[src/rtl/running_mean_gen_pkg.sv]
// Shared types for the KNN running-mean threshold path.
package running_mean_gen_pkg;

    localparam int unsigned KNN_DIST_W          = 32;
    localparam int unsigned KNN_IDX_W           = 16;
    localparam int unsigned RMEAN_LOG_W_DEFAULT = 3;

    typedef struct packed {
        logic                  valid;
        logic [KNN_IDX_W-1:0]  index;
        logic [KNN_DIST_W-1:0] distance;
    } knn_entry_t;

    typedef enum logic [1:0] {
        EMPTY = 2'd0,
        FILL  = 2'd1,
        FULL  = 2'd2
    } rmean_state_t;

endpackage

[src/rtl/rmean_window_buf.sv]
// W-deep circular distance buffer; exposes the entry about to be overwritten.
module rmean_window_buf #(
    parameter int unsigned B     = 32,
    parameter int unsigned LOG_W = 3
) (
    input  logic         clock,
    input  logic         reset_n,
    input  logic         clear,
    input  logic         wr_en,
    input  logic [B-1:0] wr_data,
    output logic [B-1:0] evict_data_c
);

    localparam int unsigned W = 1 << LOG_W;

    logic [B-1:0]     mem_q [W];
    logic [B-1:0]     mem_d [W];
    logic [LOG_W-1:0] wr_ptr_q;
    logic [LOG_W-1:0] wr_ptr_d;

    // Old slot is read combinationally so the accumulator can subtract it on the same edge.
    assign evict_data_c = mem_q[wr_ptr_q];

    // Contents survive clear; they are all rewritten before any eviction is used.
    always_comb begin
        mem_d    = mem_q;
        wr_ptr_d = wr_ptr_q;
        if (clear) begin
            wr_ptr_d = '0;
        end else if (wr_en) begin
            mem_d[wr_ptr_q] = wr_data;
            wr_ptr_d        = wr_ptr_q + LOG_W'(1);
        end
    end

    always_ff @(posedge clock or negedge reset_n) begin
        if (!reset_n) begin
            wr_ptr_q <= '0;
            for (int i = 0; i < int'(W); i++) begin
                mem_q[i] <= '0;
            end
        end else begin
            wr_ptr_q <= wr_ptr_d;
            mem_q    <= mem_d;
        end
    end

endmodule

[src/rtl/running_mean_gen.sv]
// Sliding-window mean of accepted neighbour distances, fed back as the comparator threshold.
// Define RMEAN_MARGIN_EN to add a saturating (mean >> MARGIN_SHIFT) margin to the output.
module running_mean_gen
    import running_mean_gen_pkg::*;
#(
    parameter int unsigned B            = KNN_DIST_W,
    parameter int unsigned LOG_W        = RMEAN_LOG_W_DEFAULT,
    parameter int unsigned MARGIN_SHIFT = 2
) (
    input  logic         clock,
    input  logic         reset_n,
    input  logic         clear,
    input  knn_entry_t   sample_in,
    input  logic         sample_valid,
    output logic         sample_ready,
    output logic [B-1:0] running_mean,
    output logic         running_mean_valid
);

    localparam int unsigned W  = 1 << LOG_W;
    localparam int unsigned SW = B + LOG_W;
    localparam int unsigned CW = LOG_W + 1;
    localparam int unsigned MW = B + 1;
`ifdef RMEAN_MARGIN_EN
    localparam bit MARGIN_EN = 1'b1;
`else
    localparam bit MARGIN_EN = 1'b0;
`endif

    rmean_state_t  state_q, state_d;
    logic [SW-1:0] sum_q, sum_d;
    logic [CW-1:0] count_q, count_d;
    logic [B-1:0]  mean_q, mean_d;
    logic          valid_q, valid_d;

    logic          accept_c;
    logic [B-1:0]  din_c;
    logic [B-1:0]  evict_c;
    logic [B-1:0]  mean_plain_c;
    logic [MW-1:0] margin_c;
    logic          unused_idx;

    assign sample_ready = !clear;
    assign accept_c     = sample_valid && sample_in.valid && sample_ready;
    assign din_c        = B'(sample_in.distance);
    assign unused_idx   = ^sample_in.index;

    rmean_window_buf #(
        .B     (B),
        .LOG_W (LOG_W)
    ) u_buf (
        .clock        (clock),
        .reset_n      (reset_n),
        .clear        (clear),
        .wr_en        (accept_c),
        .wr_data      (din_c),
        .evict_data_c (evict_c)
    );

    // Window state, accumulator and next output value.
    always_comb begin
        state_d = state_q;
        sum_d   = sum_q;
        count_d = count_q;
        if (clear) begin
            state_d = EMPTY;
            sum_d   = '0;
            count_d = '0;
        end else if (accept_c) begin
            if (state_q == FULL) begin
                sum_d = sum_q + SW'(din_c) - SW'(evict_c);
            end else begin
                sum_d   = sum_q + SW'(din_c);
                count_d = count_q + CW'(1);
                state_d = (count_d == CW'(W)) ? FULL : FILL;
            end
        end

        mean_plain_c = B'(sum_d >> LOG_W);
        margin_c     = {1'b0, mean_plain_c} + MW'(mean_plain_c >> MARGIN_SHIFT);
        if (!MARGIN_EN) begin
            mean_d = mean_plain_c;
        end else if (margin_c[B]) begin
            mean_d = '1;
        end else begin
            mean_d = margin_c[B-1:0];
        end
        valid_d = (state_d == FULL);
    end

    always_ff @(posedge clock or negedge reset_n) begin
        if (!reset_n) begin
            state_q <= EMPTY;
            sum_q   <= '0;
            count_q <= '0;
            mean_q  <= '0;
            valid_q <= 1'b0;
        end else begin
            state_q <= state_d;
            sum_q   <= sum_d;
            count_q <= count_d;
            mean_q  <= mean_d;
            valid_q <= valid_d;
        end
    end

    assign running_mean       = mean_q;
    assign running_mean_valid = valid_q;

endmodule

[config.mk]
export PLATFORM = sky130hd
export DESIGN_NAME = running_mean_gen
export DESIGN_NICKNAME = d
export VERILOG_FILES = /design/src/rtl/running_mean_gen_pkg.sv /design/src/rtl/rmean_window_buf.sv /design/src/rtl/running_mean_gen.sv
export SDC_FILE = /design/constraint.sdc
export NUM_CORES = 1
export LEC_CHECK = 0
export CAP_MARGIN = 40
export CORE_MARGIN = 3
export CORE_UTILIZATION = 60
export CTS_BUF_LIST = sky130_fd_sc_hd__clkbuf_4
export DETAILED_ROUTE_END_ITERATION = 6
export GPL_TIMING_DRIVEN = 0
export MAX_ROUTING_LAYER = met4
export PLACE_DENSITY = 0.8
export RECOVER_POWER = 50
export SLEW_MARGIN = 20
export SYNTH_ARGS = -nofsm -noshare
export SYNTH_HDL_FRONTEND = slang
export SYNTH_HIERARCHICAL = 1
export SYNTH_SLANG_ARGS = --single-unit
[constraint.sdc]
create_clock -name clock -period 8 [get_ports clock]
set_input_delay 2 -clock clock [delete_from_list [all_inputs] [get_ports clock]]
set_output_delay 2 -clock clock [all_outputs]
set_load 0.05 [all_outputs]
After elaboration in Yosys (flattened, before gate mapping). Index checks and enable logic that the tools add are counted.

Register bits: 301.

$add $sub $neg: 4. Magnitude comparators: 2. Equal/unequal tests: 4. Mux-type cells: 18. Bitwise operators: 2. Reductions and logical operators: 7.

Operator list (number): $bwmux W256 (1); $mux W35 (3); $bmux W32 S3 (1); $demux W32 S3 (1); $mux W32 (3); $add A35 B32 Y35 (1); $sub A35 B32 Y35 (1); $mux W4 (3); $mux W2 (4); $mux W3 (2); $add A4 B1 Y4 const B (1); $eq A2 B2 Y1 const B (2); $eq A4 B4 Y1 const B (1); $ge A4 B4 Y1 const B (1); $lt A4 B1 Y1 const B (1); $not A3 Y4 (1); $reduce_and A2 Y1 (2); $add A3 B1 Y3 const B (1); $logic_and A1 B1 Y1 (3); $ne A2 B2 Y1 const B (1); $reduce_bool A2 Y1 (1); $logic_not A1 Y1 (1); $not A1 Y1 (1).

Depth between registers and ports, before layout.
Word-level depth: 8. Gate-level depth with buffers: 22. Mapped depth without buffers: 21.

Modules after synthesis. Netlist, hierarchy kept.

Modules (own cells, without submodules): rmean_window_buf (instances 1, cells each 823, area each 11726.2 µm², sequential area each 6481.2 µm²); running_mean_gen (instances 1, cells each 775, area each 5804.3 µm², sequential area each 1051.0 µm²).

Least setup slack after synthesis. Ideal clock, no wire load.

Kind: input to register. From: input port sample_in[0] in the netlist's numbering. To: register sum_q[33]. Setup time: 0.141 ns. Data arrival time: 6.415 ns. Data required time: 7.859 ns. Setup slack: 1.443 ns. Cell stages on the path: 20. Buffers on the path: 1. Cells stage by stage: ha_1 -> fa_1 -> a21oi_1 -> a2bb2oi_1 -> o21ai_1 -> o21ai_1 -> o21ai_0 -> a21oi_1 -> xnor2_1 -> ha_1 -> buf_6 -> a21oi_2 -> o2111ai_1 -> a221o_1 -> or4_1 -> o21a_1 -> a2111oi_4 -> a2111oi_0 -> a311oi_1 -> o311ai_1.

Longest elaborated chain between the ends: 5.

RTL lines: start: declaration (RTL line running_mean_gen.sv:13) `input knn_entry_t sample_in,`; $add A35 B32 Y35 (*) (RTL line running_mean_gen.sv:71, running_mean_gen.sv:73); $sub A35 B32 Y35 (RTL line running_mean_gen.sv:71) `sum_d = sum_q + SW'(din_c) - SW'(evict_c);`; $mux W35 (*) (RTL line running_mean_gen.sv:70) `if (state_q == FULL) begin`; $mux W35 (*) (RTL line running_mean_gen.sv:69) `end else if (accept_c) begin`; $mux W35 (*) (RTL line running_mean_gen.sv:65) `if (clear) begin`; end signal: assignment (RTL line running_mean_gen.sv:100) `sum_q <= sum_d;`; end: declaration (RTL line running_mean_gen.sv:31) `logic [SW-1:0] sum_q, sum_d;`.

Mark *: on every way between the ends. The rest lies on a longest branch, timed or not. The select of a mux whose other input is x is not followed. A chain may end at the register's enable or synchronous reset.

Worst setup path in the final report. Same ends and word-level chain as after synthesis.

==> results.cfg <==
[final_layout]
multi_input_area_um2 = 9208
regArea_um2 = 7532
area_growth_pct = 12.94
fin_nets = 1877
fill_cells = 2097
drive_gt1_share_pct = 31.25

[cts]
clockBufferDepth = 3
cts_resized = 0
clock_latency_ns = 0.73
cts_tree = yes
cts_made_buffers = 82
ctsHoldBuffers = 0
post-cts-setup-buffers = 0
worst_setup_hold_path_clk_slew_ns = 0.06
cts_sinks = 301
cts-root-buf = clkbuf_4
h-tree-depth = 3

[synthesis]
syn_nets = 1719
yosysMostFrequentCell = mux2_2
synth_seq_cells = 301
syn-cell-area_um2 = 17530
synthCells = 1598
synth.top_cell.area_share_pct = 42.97
yosys.area.top_type = dfrtp_1
synth_common_cells = mux2_2, dfrtp_1, nand2_1
async_flop_share_pct = 100.0
ys_types = 74
synth.area.top_cells = dfrtp_1, mux2_2, ha_1
synth_edf_count = 0
synth_area_per_cell_um2 = 10.97
ys_seq_area_share_pct = 42.97
ys.warnings.count = 6
synth_ff_type = dfrtp_1

[drt]
wl_per_cell_um = 22.02
drt_iter0_drc = 1228
via_count = 13649
drc = 0
ant_nets = 0
routed_wl_um = 48090
viasPerCell = 6.250
first_pass_iters = 5

[sta]
slew_violations = 128
layout_min_cycle_time_ns = 7.703
period_share_pct = 96.28
fmax_mhz = 129.8
setup_slack_ns = 0.2973
max_slew_margin_pct = -143.1
setup_viol = 0
hold_viol_final = 0
rsz0062_at_grt = no
worst_pin_slew_ns = 3.641
hold_ws_ns = 0.4834
finClkSkew_ns = 0.06830

[die]
start_util_pct = 61.91
io_pins = 87
die_h_um = 176.9
dieArea_um2 = 31300
fp.dieW_um = 176.9
core-area_um2 = 28320
row_count = 61

[critical_path]
timing.rr.end = sum_q[33]
critPathKind = in2reg
r2r_cells = 20
ff2ff_setup_slack_ns = 2.05
crit_arrival_ns = 8.29
crit_path_start_kind = primary input
r2r-start = sum_q[0]
required_ns = 8.59
crit_path_end_kind = flop
crit_path_max_fanout = 9

[global_route]
grt_pass1_wl_um = 75350
grt_max_degree = 99
gr-usage-all-layers_pct = 31.70
grt_pass1_vias = 13895
overflow = 0
antenna_found_initial = 1

[placement]
place.gp.congestion = 0.9671
pre_cts_ws_ns = -0.4420
port_buffers = 70
hpwlAfterDp_um = 34350

[outcome]
outcome = finished with violations
violations = capacitance limit, slew limit

[hold_path]
min_path_type = reg2reg
hold-path-endpoint = u_buf/mem_q[75]
hold_depth = 1
hp-start = u_buf/mem_q[75]

[power_and_ir_drop]
swShare_pct = 33.17
power.share.combinational_pct = 29.2
clkPwrFrac_pct = 32.0
p_int_mw = 2.874
power_per_cell_area_nw_per_um2 = 217.3
p_sw_mw = 1.427
p_leak_nw = 9.629
ir_drop_mv = 0.1649
power_frac_seq_pct = 38.8

[job]
cap_violations = 2
cells by family after synthesis:
logic type,count (synthesis),share of synthesized area [%]
multiplexers,358,22.97
AO/OA/AOI/OAI,348,13.66
flip-flops,301,42.97
AND/OR/NAND/NOR,298,7.937
buffers and inverters,165,4.532
adder cells (fa/ha/maj),68,4.939
XOR/XNOR,60,2.998
cell usage in the layout, fill, tap and decap left out, drive strengths merged, types with 39 or more instances in the layout:
master,count
clkdlybuf4s50,61
buf,78
o21ai,53
ha,66
a21oi,68
a22oi,63
xnor2,39
mux2,354
o211ai,39
dfrtp,301
inv,51
clkbuf,162
nand2,114
nor2,76
power groups by stage:
stage	sequential (mW)	combinational, mW	clock [mW]
6_report	1.67	1.26	1.38
5_1_grt	1.67	1.38	1.49
4_1_cts	1.66	1.24	1.41
3_5_place_dp	1.69	1.23	0
3_3_place_gp	1.69	1.20	0
2_1_floorplan	1.67	0.914	0
worst max path at each step:
stage	startpoint	end	cells past startpoint
floorplan	sample_in[0]	sum_q[33]	20
global route	reset_n	sum_q[12]	2
global placement	reset_n	u_buf/mem_q[89]	1
CTS	sample_in[0]	sum_q[33]	21
finish	sample_in[0]	sum_q[33]	21
detailed placement	sample_in[0]	sum_q[33]	21
final cells by class:
cell class	count	share of cell area [%]
buffer	115	3.065
inverter	50	0.9479
multi-input combinational	1132	46.51
clock inverter	12	0.5624
timing repair buffer	74	3.886
tap	378	2.389
clock buffer	121	4.588
antenna	1	0.01264
sequential	301	38.04
worst max-delay path, cell delays in order:
cell and delay [ns]:
dlygate4sd3_1 0.75, ha_1 0.35, fa_1 0.41, a21oi_1 0.28, a2bb2oi_1 0.29, o21ai_1 0.24
o21ai_2 0.39, o21ai_0 0.34, a21oi_1 0.25, xnor2_1 0.18, ha_1 0.29, buf_6 0.14
a21oi_2 0.17, o2111ai_1 0.13, a221o_1 0.35, or4_1 0.41, o21a_1 0.26, a2111oi_4 0.44
a2111oi_0 0.19, a311oi_1 0.27, o311ai_1 0.15
flip-flops by register name, summed over array words and instances (netlist names):
register / cells
count_q: 4
running_mean_valid: 1
u_buf/mem_q: 256
sum_q: 35
u_buf/wr_ptr_q: 3
state_q: 2
metrics by stage:
| stage | cells | power [mW] | cell area (um^2) | setup TNS [ns] | util, % |
|---|---|---|---|---|---|
| finish | 2184 | 4.302 | 19800 | 0 | 69.92 |
| global route | 2184 | 4.544 | 19800 | 0 | 69.92 |
| CTS | 2183 | 4.316 | 19820 | 0 | 69.99 |
| detailed placement | 2050 | 2.922 | 18800 | -0.5980 | 66.39 |
| global placement | 2046 | 2.893 | 18700 | -2360.75 | 66.06 |
| floorplan | 1598 | 2.587 | 17530 | 0 | - |
routing by layer:
metal  up-vias  global-route usage (%)  wire length, um
met5         -                       -                0
met4         0                   13.91             2082
met3       144                   5.663             3461
met2       553                   48.81            22200
met1      6779                   41.50            20350
li1       6173                       -                -
(Power assumes the default switching activity.)
